$ cat config.mk
export PLATFORM = sky130hd
export DESIGN_NAME = muldiv_iter_unit
export DESIGN_NICKNAME = d
export VERILOG_FILES = /design/src/rtl/muldiv_iter_unit.sv
export SDC_FILE = /design/constraint.sdc
export NUM_CORES = 2
export LEC_CHECK = 0
export CORE_UTILIZATION = 33
export DETAILED_ROUTE_END_ITERATION = 6
export GPL_TIMING_DRIVEN = 0
export PLACE_DENSITY = 0.44
export SLEW_MARGIN = 5
export SYNTH_ARGS = -nofsm -noshare
export SYNTH_HDL_FRONTEND = slang
export SYNTH_SLANG_ARGS = --single-unit
export TNS_END_PERCENT = 1
$ cat constraint.sdc
create_clock -name clk -period 9.4 [get_ports clk]
set_input_delay 1.41 -clock clk [delete_from_list [all_inputs] [get_ports clk]]
set_output_delay 1.41 -clock clk [all_outputs]
set_load 0.05 [all_outputs]
$ cat src/rtl/muldiv_iter_unit.sv
// Iterative multiply/divide engine producing HI/LO results.
// Multiply: magnitude product through MUL_LAT register stages, sign fixed at completion.
// Divide: restoring algorithm, one quotient bit per clock, sign fixed at completion.
module muldiv_iter_unit #(
    parameter int WIDTH   = 32,
    parameter int MUL_LAT = 2
) (
    input  logic             clk,
    input  logic             rst,
    input  logic             start,
    input  logic [1:0]       op,
    input  logic [WIDTH-1:0] a,
    input  logic [WIDTH-1:0] b,
    input  logic             stall,
    input  logic             flush,
    output logic             busy,
    output logic             done,
    output logic [WIDTH-1:0] hi,
    output logic [WIDTH-1:0] lo,
    output logic             div_by_zero
);
    localparam int CW = $clog2(WIDTH + 1);

    typedef enum logic [1:0] {S_IDLE, S_MUL, S_DIV, S_DONE} state_t;

    state_t           state_q, state_d;
    logic [CW-1:0]    cnt_q, cnt_d;
    logic [WIDTH-1:0] mag_a_q, mag_a_d;
    logic [WIDTH-1:0] mag_b_q, mag_b_d;
    logic             a_neg_q, a_neg_d;      // sign of dividend / operand A (signed ops only)
    logic             res_neg_q, res_neg_d;  // product / quotient must be negated
    logic             dbz_pend_q, dbz_pend_d;
    logic [WIDTH-1:0] rem_q, rem_d;
    logic [WIDTH-1:0] quo_q, quo_d;
    logic [WIDTH-1:0] hi_q, hi_d;
    logic [WIDTH-1:0] lo_q, lo_d;
    logic             dbz_q, dbz_d;

    logic             accept;
    logic             op_signed;
    logic [WIDTH-1:0] a_mag_in, b_mag_in;
    logic [2*WIDTH-1:0] prod_full, prod_last, prod_signed;
    logic [WIDTH:0]   div_shift, div_trial;
    logic [WIDTH-1:0] step_rem, step_quo;
    logic [WIDTH-1:0] fix_rem, fix_quo, raw_a;

    assign accept    = start && !flush && ((state_q == S_IDLE) || (state_q == S_DONE && !stall));
    assign op_signed = !op[0];
    assign a_mag_in  = (op_signed && a[WIDTH-1]) ? (~a + 1'b1) : a;
    assign b_mag_in  = (op_signed && b[WIDTH-1]) ? (~b + 1'b1) : b;

    // Product pipeline: the last stage is the hi/lo register itself, so MUL_LAT-1 stages here
    assign prod_full = {{WIDTH{1'b0}}, mag_a_q} * {{WIDTH{1'b0}}, mag_b_q};

    genvar gi;
    generate
        if (MUL_LAT == 1) begin : g_nopipe
            assign prod_last = prod_full;
        end else begin : g_pipe
            for (gi = 0; gi < MUL_LAT - 1; gi++) begin : g_stage
                logic [2*WIDTH-1:0] stage_q, stage_d;
                if (gi == 0) begin : g_first
                    // First stage samples the raw magnitude product
                    always_comb stage_d = prod_full;
                end else begin : g_next
                    // Later stages just forward the previous stage
                    always_comb stage_d = g_stage[gi-1].stage_q;
                end
                // Stage register, free-running
                always_ff @(posedge clk) begin
                    if (rst) stage_q <= '0;
                    else     stage_q <= stage_d;
                end
            end
            assign prod_last = g_stage[MUL_LAT-2].stage_q;
        end
    endgenerate

    assign prod_signed = res_neg_q ? (~prod_last + 1'b1) : prod_last;

    // One restoring-division step; remainder stays below the divisor so WIDTH+1 bits suffice
    assign div_shift = {rem_q, quo_q[WIDTH-1]};
    assign div_trial = div_shift - {1'b0, mag_b_q};
    assign step_rem  = div_trial[WIDTH] ? div_shift[WIDTH-1:0] : div_trial[WIDTH-1:0];
    assign step_quo  = {quo_q[WIDTH-2:0], !div_trial[WIDTH]};
    assign fix_quo   = res_neg_q ? (~step_quo + 1'b1) : step_quo;
    assign fix_rem   = a_neg_q ? (~step_rem + 1'b1) : step_rem;
    assign raw_a     = a_neg_q ? (~mag_a_q + 1'b1) : mag_a_q;

    // State register
    always_ff @(posedge clk) begin
        if (rst) state_q <= S_IDLE;
        else     state_q <= state_d;
    end

    // Next-state logic
    always_comb begin
        state_d = state_q;
        case (state_q)
            S_IDLE: if (accept) state_d = op[1] ? S_DIV : S_MUL;
            S_MUL, S_DIV: begin
                if (flush)              state_d = S_IDLE;
                else if (cnt_q == '0)   state_d = S_DONE;
            end
            S_DONE: begin
                if (flush)              state_d = S_IDLE;
                else if (!stall)        state_d = accept ? (op[1] ? S_DIV : S_MUL) : S_IDLE;
            end
            default:                    state_d = S_IDLE;
        endcase
    end

    // Status outputs decoded from state
    always_comb begin
        busy = (state_q == S_MUL) || (state_q == S_DIV);
        done = (state_q == S_DONE);
    end

    // Operand latching, iteration and result capture
    always_comb begin
        cnt_d      = cnt_q;
        mag_a_d    = mag_a_q;
        mag_b_d    = mag_b_q;
        a_neg_d    = a_neg_q;
        res_neg_d  = res_neg_q;
        dbz_pend_d = dbz_pend_q;
        rem_d      = rem_q;
        quo_d      = quo_q;
        hi_d       = hi_q;
        lo_d       = lo_q;
        dbz_d      = dbz_q;
        if (accept) begin
            mag_a_d    = a_mag_in;
            mag_b_d    = b_mag_in;
            a_neg_d    = op_signed && a[WIDTH-1];
            res_neg_d  = op_signed && (a[WIDTH-1] ^ b[WIDTH-1]);
            dbz_pend_d = op[1] && (b == '0);
            rem_d      = '0;
            quo_d      = a_mag_in;
            dbz_d      = 1'b0;
            if (!op[1])        cnt_d = CW'(MUL_LAT - 1);
            else if (b == '0)  cnt_d = '0;
            else               cnt_d = CW'(WIDTH - 1);
        end else if (!flush && state_q == S_MUL) begin
            if (cnt_q == '0) begin
                hi_d = prod_signed[2*WIDTH-1:WIDTH];
                lo_d = prod_signed[WIDTH-1:0];
            end else begin
                cnt_d = cnt_q - 1'b1;
            end
        end else if (!flush && state_q == S_DIV) begin
            if (dbz_pend_q) begin
                hi_d  = raw_a;
                lo_d  = '1;
                dbz_d = 1'b1;
            end else begin
                rem_d = step_rem;
                quo_d = step_quo;
                if (cnt_q == '0) begin
                    hi_d = fix_rem;
                    lo_d = fix_quo;
                end else begin
                    cnt_d = cnt_q - 1'b1;
                end
            end
        end
    end

    // Datapath registers
    always_ff @(posedge clk) begin
        if (rst) begin
            cnt_q      <= '0;
            mag_a_q    <= '0;
            mag_b_q    <= '0;
            a_neg_q    <= 1'b0;
            res_neg_q  <= 1'b0;
            dbz_pend_q <= 1'b0;
            rem_q      <= '0;
            quo_q      <= '0;
            hi_q       <= '0;
            lo_q       <= '0;
            dbz_q      <= 1'b0;
        end else begin
            cnt_q      <= cnt_d;
            mag_a_q    <= mag_a_d;
            mag_b_q    <= mag_b_d;
            a_neg_q    <= a_neg_d;
            res_neg_q  <= res_neg_d;
            dbz_pend_q <= dbz_pend_d;
            rem_q      <= rem_d;
            quo_q      <= quo_d;
            hi_q       <= hi_d;
            lo_q       <= lo_d;
            dbz_q      <= dbz_d;
        end
    end

    assign hi          = hi_q;
    assign lo          = lo_q;
    assign div_by_zero = dbz_q;
endmodule

---- Yosys cells after proc, flatten, opt, wreduce, memory -nomap -nowiden ----
Index checks and enable logic that the tools add are counted.
storage, ports and cells
  latch bits .............................. 0
  register bits after elaboration ......... 268
  output and inout bits ................... 67
  memories ................................ 0
  word-level logic and storage cells ...... 108
  input port bits ......................... 71
  RAM bits ................................ 0
  bits in read-only memories .............. 0
operators by class
  eq/ne operators ......................... 11
  add/sub/neg operators ................... 8
  mux-type cells .......................... 36
  bitwise gates (word level) .............. 10
  $mul .................................... 1
  reductions and logical operators ........ 29
  div/mod/pow operators ................... 0
  shift operators ......................... 0
  order comparisons ....................... 0
operators with widths
  kind                   count
  $mux 32                20
  $add 32x1->32 const B  5
  $not 32->32            5
  $add 64x1->64 const B  1
  $mul 32x32->64         1
  $mux 64                1
  $not 64->64            1
  $sub 33x32->33         1
  $logic_not 32->1       1
  $mux 6                 5
  $mux 2                 7
  $reduce_and 3->1       4
  $mux 5                 2
  $logic_and 1x1->1      9
  $ne 3x3->1 const B     3
  $logic_not 6->1        1
  $ne 2x2->1 const B     3
  $pmux 2 s3             1
  $sub 6x1->6 const B    1
  $eq 2x2->1 const B     2
  $logic_not 1->1        4
  $reduce_and 4->1       1
  $reduce_bool 2->1      2
  $reduce_or 2->1        2
  9 further kinds        12

---- Longest topological paths before layout ----
  depth after elaboration ................. 9
  mapped depth ............................ 32
  gate-level depth less buffers ........... 29

---- Worst setup path before layout ----
Ideal clock, no wire load.
  kind .................................... register to register
  from .................................... register mag_a_q[14]
  to ...................................... register g_pipe.g_stage[0].stage_q[57]
  stages on the path, launching flop included .. 28
  path slack .............................. 1.701 ns
  path buffers ............................ 4
  setup time .............................. 0.121 ns
  required time ........................... 9.279 ns
  period minus slack after synthesis ...... 7.699 ns
  data arrival time ....................... 7.579 ns
  cell sequence ........................... dfxtp_1 clkbuf_1 clkbuf_1 and2_1 fa_1 fa_1 inv_1 fa_1 fa_1 fa_1 inv_1 fa_1 fa_1 fa_1 ha_1 clkbuf_1 a21o_1 a21oi_1 o21bai_1 a31oi_1 o221ai_1 or2_2 clkbuf_1 a21oi_1 a31o_2 a31oi_1 a41oi_1 mux2_2
on the way
  longest elaborated chain between the ends .. 1
RTL lines
  what                      line  RTL
  start: declaration        28    logic [WIDTH-1:0] mag_a_q, mag_a_d;
  start signal: assignment  185   mag_a_q <= mag_a_d;
  $mul 32x32->64            53    assign prod_full = {{WIDTH{1'b0}}, mag_a_q} * {{WIDTH{1'b0}}, mag_b_q};
  end signal: assignment    72    else stage_q <= stage_d;
  end: declaration          61    logic [2*WIDTH-1:0] stage_q, stage_d;
Every way passes these cells.
A chain may end at the register's enable or synchronous reset.

---- Worst setup path after layout ----
  from .................................... register mag_a_q[25]
  to ...................................... register g_pipe.g_stage[0].stage_q[57]
Same word-level chain as after synthesis.

==> impl_metrics.sql <==
INSERT INTO impl_metrics (metric_group, metric, value, unit) VALUES
('yosys', 'synth_cell_types', '94', ''),
('floorplanning', 'start_util', '0.332', ''),
('sta', 'layout_worst_path_cycle_share', '0.978', ''),
('floorplanning', 'boundaryPins', '138', ''),
('placed_design', 'buffer_ports.inserted', '135', ''),
('finish', 'final_common_cell', 'sky130_fd_sc_hd__inv_1', ''),
('finish', 'commonest_cells_after_routing_fill_and_taps_aside', 'sky130_fd_sc_hd__inv_1 (904), sky130_fd_sc_hd__fa_1 (897), sky130_fd_sc_hd__nand2_1 (705)', ''),
('floorplanning', 'dieWidth', '393', 'um'),
('power_and_ir_drop', 'power.static_leakage', '24.9', 'nW'),
('placed_design', 'placed_instances', '8063', ''),
('power_and_ir_drop', 'power', '12.1', 'mW'),
('global_route', 'globalRoute.busiestLayer', 'met2', ''),
('power_and_ir_drop', 'power_frac_comb', '0.729', ''),
('critical_path', 'cp.arrival', '9.67', 'ns'),
('run_status', 'run_status', 'finished, final reports clean', ''),
('sta', 'clk_skew', '0.0629', 'ns'),
('clock_network', 'clk_path_buf_depth', '3', ''),
('sta', 'relative_slew_margins', '0.0679', ''),
('detailed_routing', 'vias', '44800', ''),
('global_route', 'grt_pass1_wl', '353000', 'um'),
('detailed_routing', 'routed_wire_length_per_instance', '31.1', 'um'),
('yosys', 'synthMuxAreaShare', '0.0135', ''),
('critical_path', 'endpoint_kind_of_the_worst_setup_timing_path', 'flip-flop', ''),
('yosys', 'ys_async_sr_fraction', '0', ''),
('placed_design', 'placement_stage_worst_setup_slack', '-2.01', 'ns'),
('global_route', 'overflow', '0', ''),
('yosys', 'synth-edff-count', '0', ''),
('critical_path', 'crit_path_max_fanout', '10', ''),
('critical_path', 'rrSetupSlack', '0.21', 'ns'),
('sta', 'hold_violations', '0', ''),
('yosys', 'syn-mean-instance-area', '8.55', 'sq um'),
('power_and_ir_drop', 'net_switching_power', '7.07', 'mW'),
('placed_design', 'place.detailed.hpwl', '215000', 'um'),
('clock_network', 'cts_hold_buffers', '0', ''),
('yosys', 'number_of_standard_cells_after_synthesis', '5895', ''),
('critical_path', 'critPathLaunchType', 'flip-flop', ''),
('power_and_ir_drop', 'power.ir.vdd_worst', '151', 'uV'),
('finish', 'post_layout_nonfiller_instances', '8131', ''),
('sta', 'hold_slack', '0.439', 'ns'),
('global_route', 'grt_antenna_before_repair', '29', ''),
('yosys', 'syn_nets', '7171', ''),
('detailed_routing', 'route.antenna.remaining_nets', '0', ''),
('yosys', 'synthAdderAreaFrac', '0.433', ''),
('global_route', 'use_met3', '0.0425', ''),
('global_route', 'globalRouteTotalUtil', '0.328', ''),
('yosys', 'synth.yosys.seq_area_share', '0.106', ''),
('detailed_routing', 'remaining_drc_errors', '0', ''),
('yosys', 'fraction_of_the_mapped_netlist_area_in_simple_logic_gates', '0.185', ''),
('power_and_ir_drop', 'cell_internal_pwr', '5.00', 'mW'),
('floorplanning', 'std_cell_rows', '143', ''),
('power_and_ir_drop', 'clock_power_share', '0.125', ''),
('sta', 'achievable-frequency', '0.109', 'GHz'),
('yosys', 'prevailing_post_synth_register_cell', 'sky130_fd_sc_hd__dfxtp_1', ''),
('detailed_routing', 'post_drt_via_cell_ratio', '5.51', ''),
('yosys', 'synth.yosys.warnings', '0', ''),
('power_and_ir_drop', 'share_seq_of_total_power', '0.146', ''),
('hold_path', 'min_path_type', 'reg2reg', ''),
('clock_network', 'clk_pin_slew', '0.06', 'ns'),
('detailed_routing', 'drt-pass1-iter-count', '6', ''),
('yosys', 'mappedNetlistArea', '50400', 'sq um'),
('critical_path', 'timing.critical_path.from', 'mag_a_q[25]$_SDFFE_PP0P_', ''),
('critical_path', 'r2r_depth', '26', ''),
('sta', 'setup_violations', '0', ''),
('sta', 'rsz_0062_raised_after_global_routing', 'yes', ''),
('critical_path', 'required', '9.87', 'ns'),
('global_route', 'largest_net_degree_at_the_start_of_global_routing', '13', ''),
('detailed_routing', 'routed_wirelength', '253000', 'um'),
('global_route', 'global_route.usage.met1', '0.449', ''),
('floorplanning', 'core-area', '152000', 'sq um'),
('clock_network', 'clock-sinks', '268', ''),
('clock_network', 'htree_levels', '2', '');
-- power groups by stage --
stage	Clock, mW	Sequential, mW	Combinational (mW)
finish	1.51	1.76	8.80
global route	1.57	1.77	9.32
floorplan	0	1.59	5.11
global placement	0	1.65	8.62
CTS	1.52	1.72	8.65
detailed placement	0	1.65	8.65
-- metal layers --
metal,vias up,share of wire
met2,1856,0.45
met5,-,0.000028
li1,19100,-
met1,23500,0.43
met3,397,0.070
met4,2,0.049
-- sequential cells by signal (all words and copies together) (netlist names), 2 cells and up --
signal,flops
g_pipe.g_stage.stage_q,64
cnt_q,6
hi,32
lo,32
mag_a_q,32
quo_q,32
rem_q,32
state_q,2
mag_b_q,32
-- synthesized netlist by cell type (all sizes together), types with 72 or more instances --
cell,instances,share of area
a211oi,75,0.011
a21oi,231,0.023
and2,496,0.062
clkbuf,352,0.026
dfxtp,268,0.11
fa,897,0.36
ha,308,0.076
inv,908,0.068
nand2,705,0.052
nor2,324,0.024
nor3,72,0.0072
o21ai,168,0.017
xnor2,122,0.021
xor2,126,0.022
-- cell type report --
class | count | area, sq um
fillers | 16200 | 95800
multi-input cells | 4334 | 40300
flip-flops and latches | 268 | 5390
inverters | 908 | 3420
well taps | 2030 | 2540
plain buffers | 361 | 1630
repair buffers | 143 | 1410
clock buffers | 48 | 1010
clock inverters | 15 | 251
diodes | 24 | 60.1
-- logic make-up (layout without fill, tap and decap cells) --
group,count (synthesis),count (layout)
compound gates,915,915
xor+xnor,248,248
fa+ha+maj,1205,1205
flops,268,268
buf+inv,1293,1475
simple gates,1901,1901
other cells,0,24
mux,65,65
-- critical path, cell delays in order (launching register included) --
cell and delay [ns]:
sky130_fd_sc_hd__dfxtp_2 0.68, sky130_fd_sc_hd__clkbuf_2 0.53, sky130_fd_sc_hd__and2_1 0.23, sky130_fd_sc_hd__fa_1 0.44
sky130_fd_sc_hd__inv_1 0.09, sky130_fd_sc_hd__fa_1 0.42, sky130_fd_sc_hd__fa_1 0.50, sky130_fd_sc_hd__fa_1 0.55
sky130_fd_sc_hd__inv_1 0.07, sky130_fd_sc_hd__fa_1 0.48, sky130_fd_sc_hd__fa_1 0.51, sky130_fd_sc_hd__fa_1 0.49
sky130_fd_sc_hd__inv_1 0.05, sky130_fd_sc_hd__fa_1 0.57, sky130_fd_sc_hd__inv_1 0.07, sky130_fd_sc_hd__ha_1 0.42
sky130_fd_sc_hd__and3_1 0.26, sky130_fd_sc_hd__nand4_1 0.33, sky130_fd_sc_hd__a2111oi_4 0.37, sky130_fd_sc_hd__buf_4 0.22
sky130_fd_sc_hd__or2_2 0.12, sky130_fd_sc_hd__clkbuf_1 0.28, sky130_fd_sc_hd__a21oi_2 0.17, sky130_fd_sc_hd__a31o_2 0.26
sky130_fd_sc_hd__a31oi_1 0.43, sky130_fd_sc_hd__a41oi_1 0.19, sky130_fd_sc_hd__mux2_2 0.31
-- per-stage QoR --
stage                      util   TNS, ns
after global placement    0.358    -38.45
after detailed placement  0.358    -23.25
after global routing      0.368   -0.0255
after CTS                 0.368  -0.00313
final                     0.369         0
after floorplan               -         0
-- how the worst max path moves through the flow --
stage | end | slack [ns] | depth (start not counted)
floorplan | g_pipe.g_stage[0].stage_q[57]$_SDFF_PP0_ | 1.70 | 27
global placement | g_pipe.g_stage[0].stage_q[63]$_SDFF_PP0_ | -2.98 | 24
detailed placement | g_pipe.g_stage[0].stage_q[63]$_SDFF_PP0_ | -2.01 | 24
CTS | g_pipe.g_stage[0].stage_q[63]$_SDFF_PP0_ | -0.003 | 24
global route | g_pipe.g_stage[0].stage_q[57]$_SDFF_PP0_ | -0.02 | 27
finish | g_pipe.g_stage[0].stage_q[57]$_SDFF_PP0_ | 0.21 | 26
-- what timing repair did --
item                                    4_1_cts  5_1_grt
endpoints found under the setup margin       29        7
setup buffers                                 2        3
resized for setup                           146      147
pin swaps                                     1        2
Power figures use the tool's default switching activity.
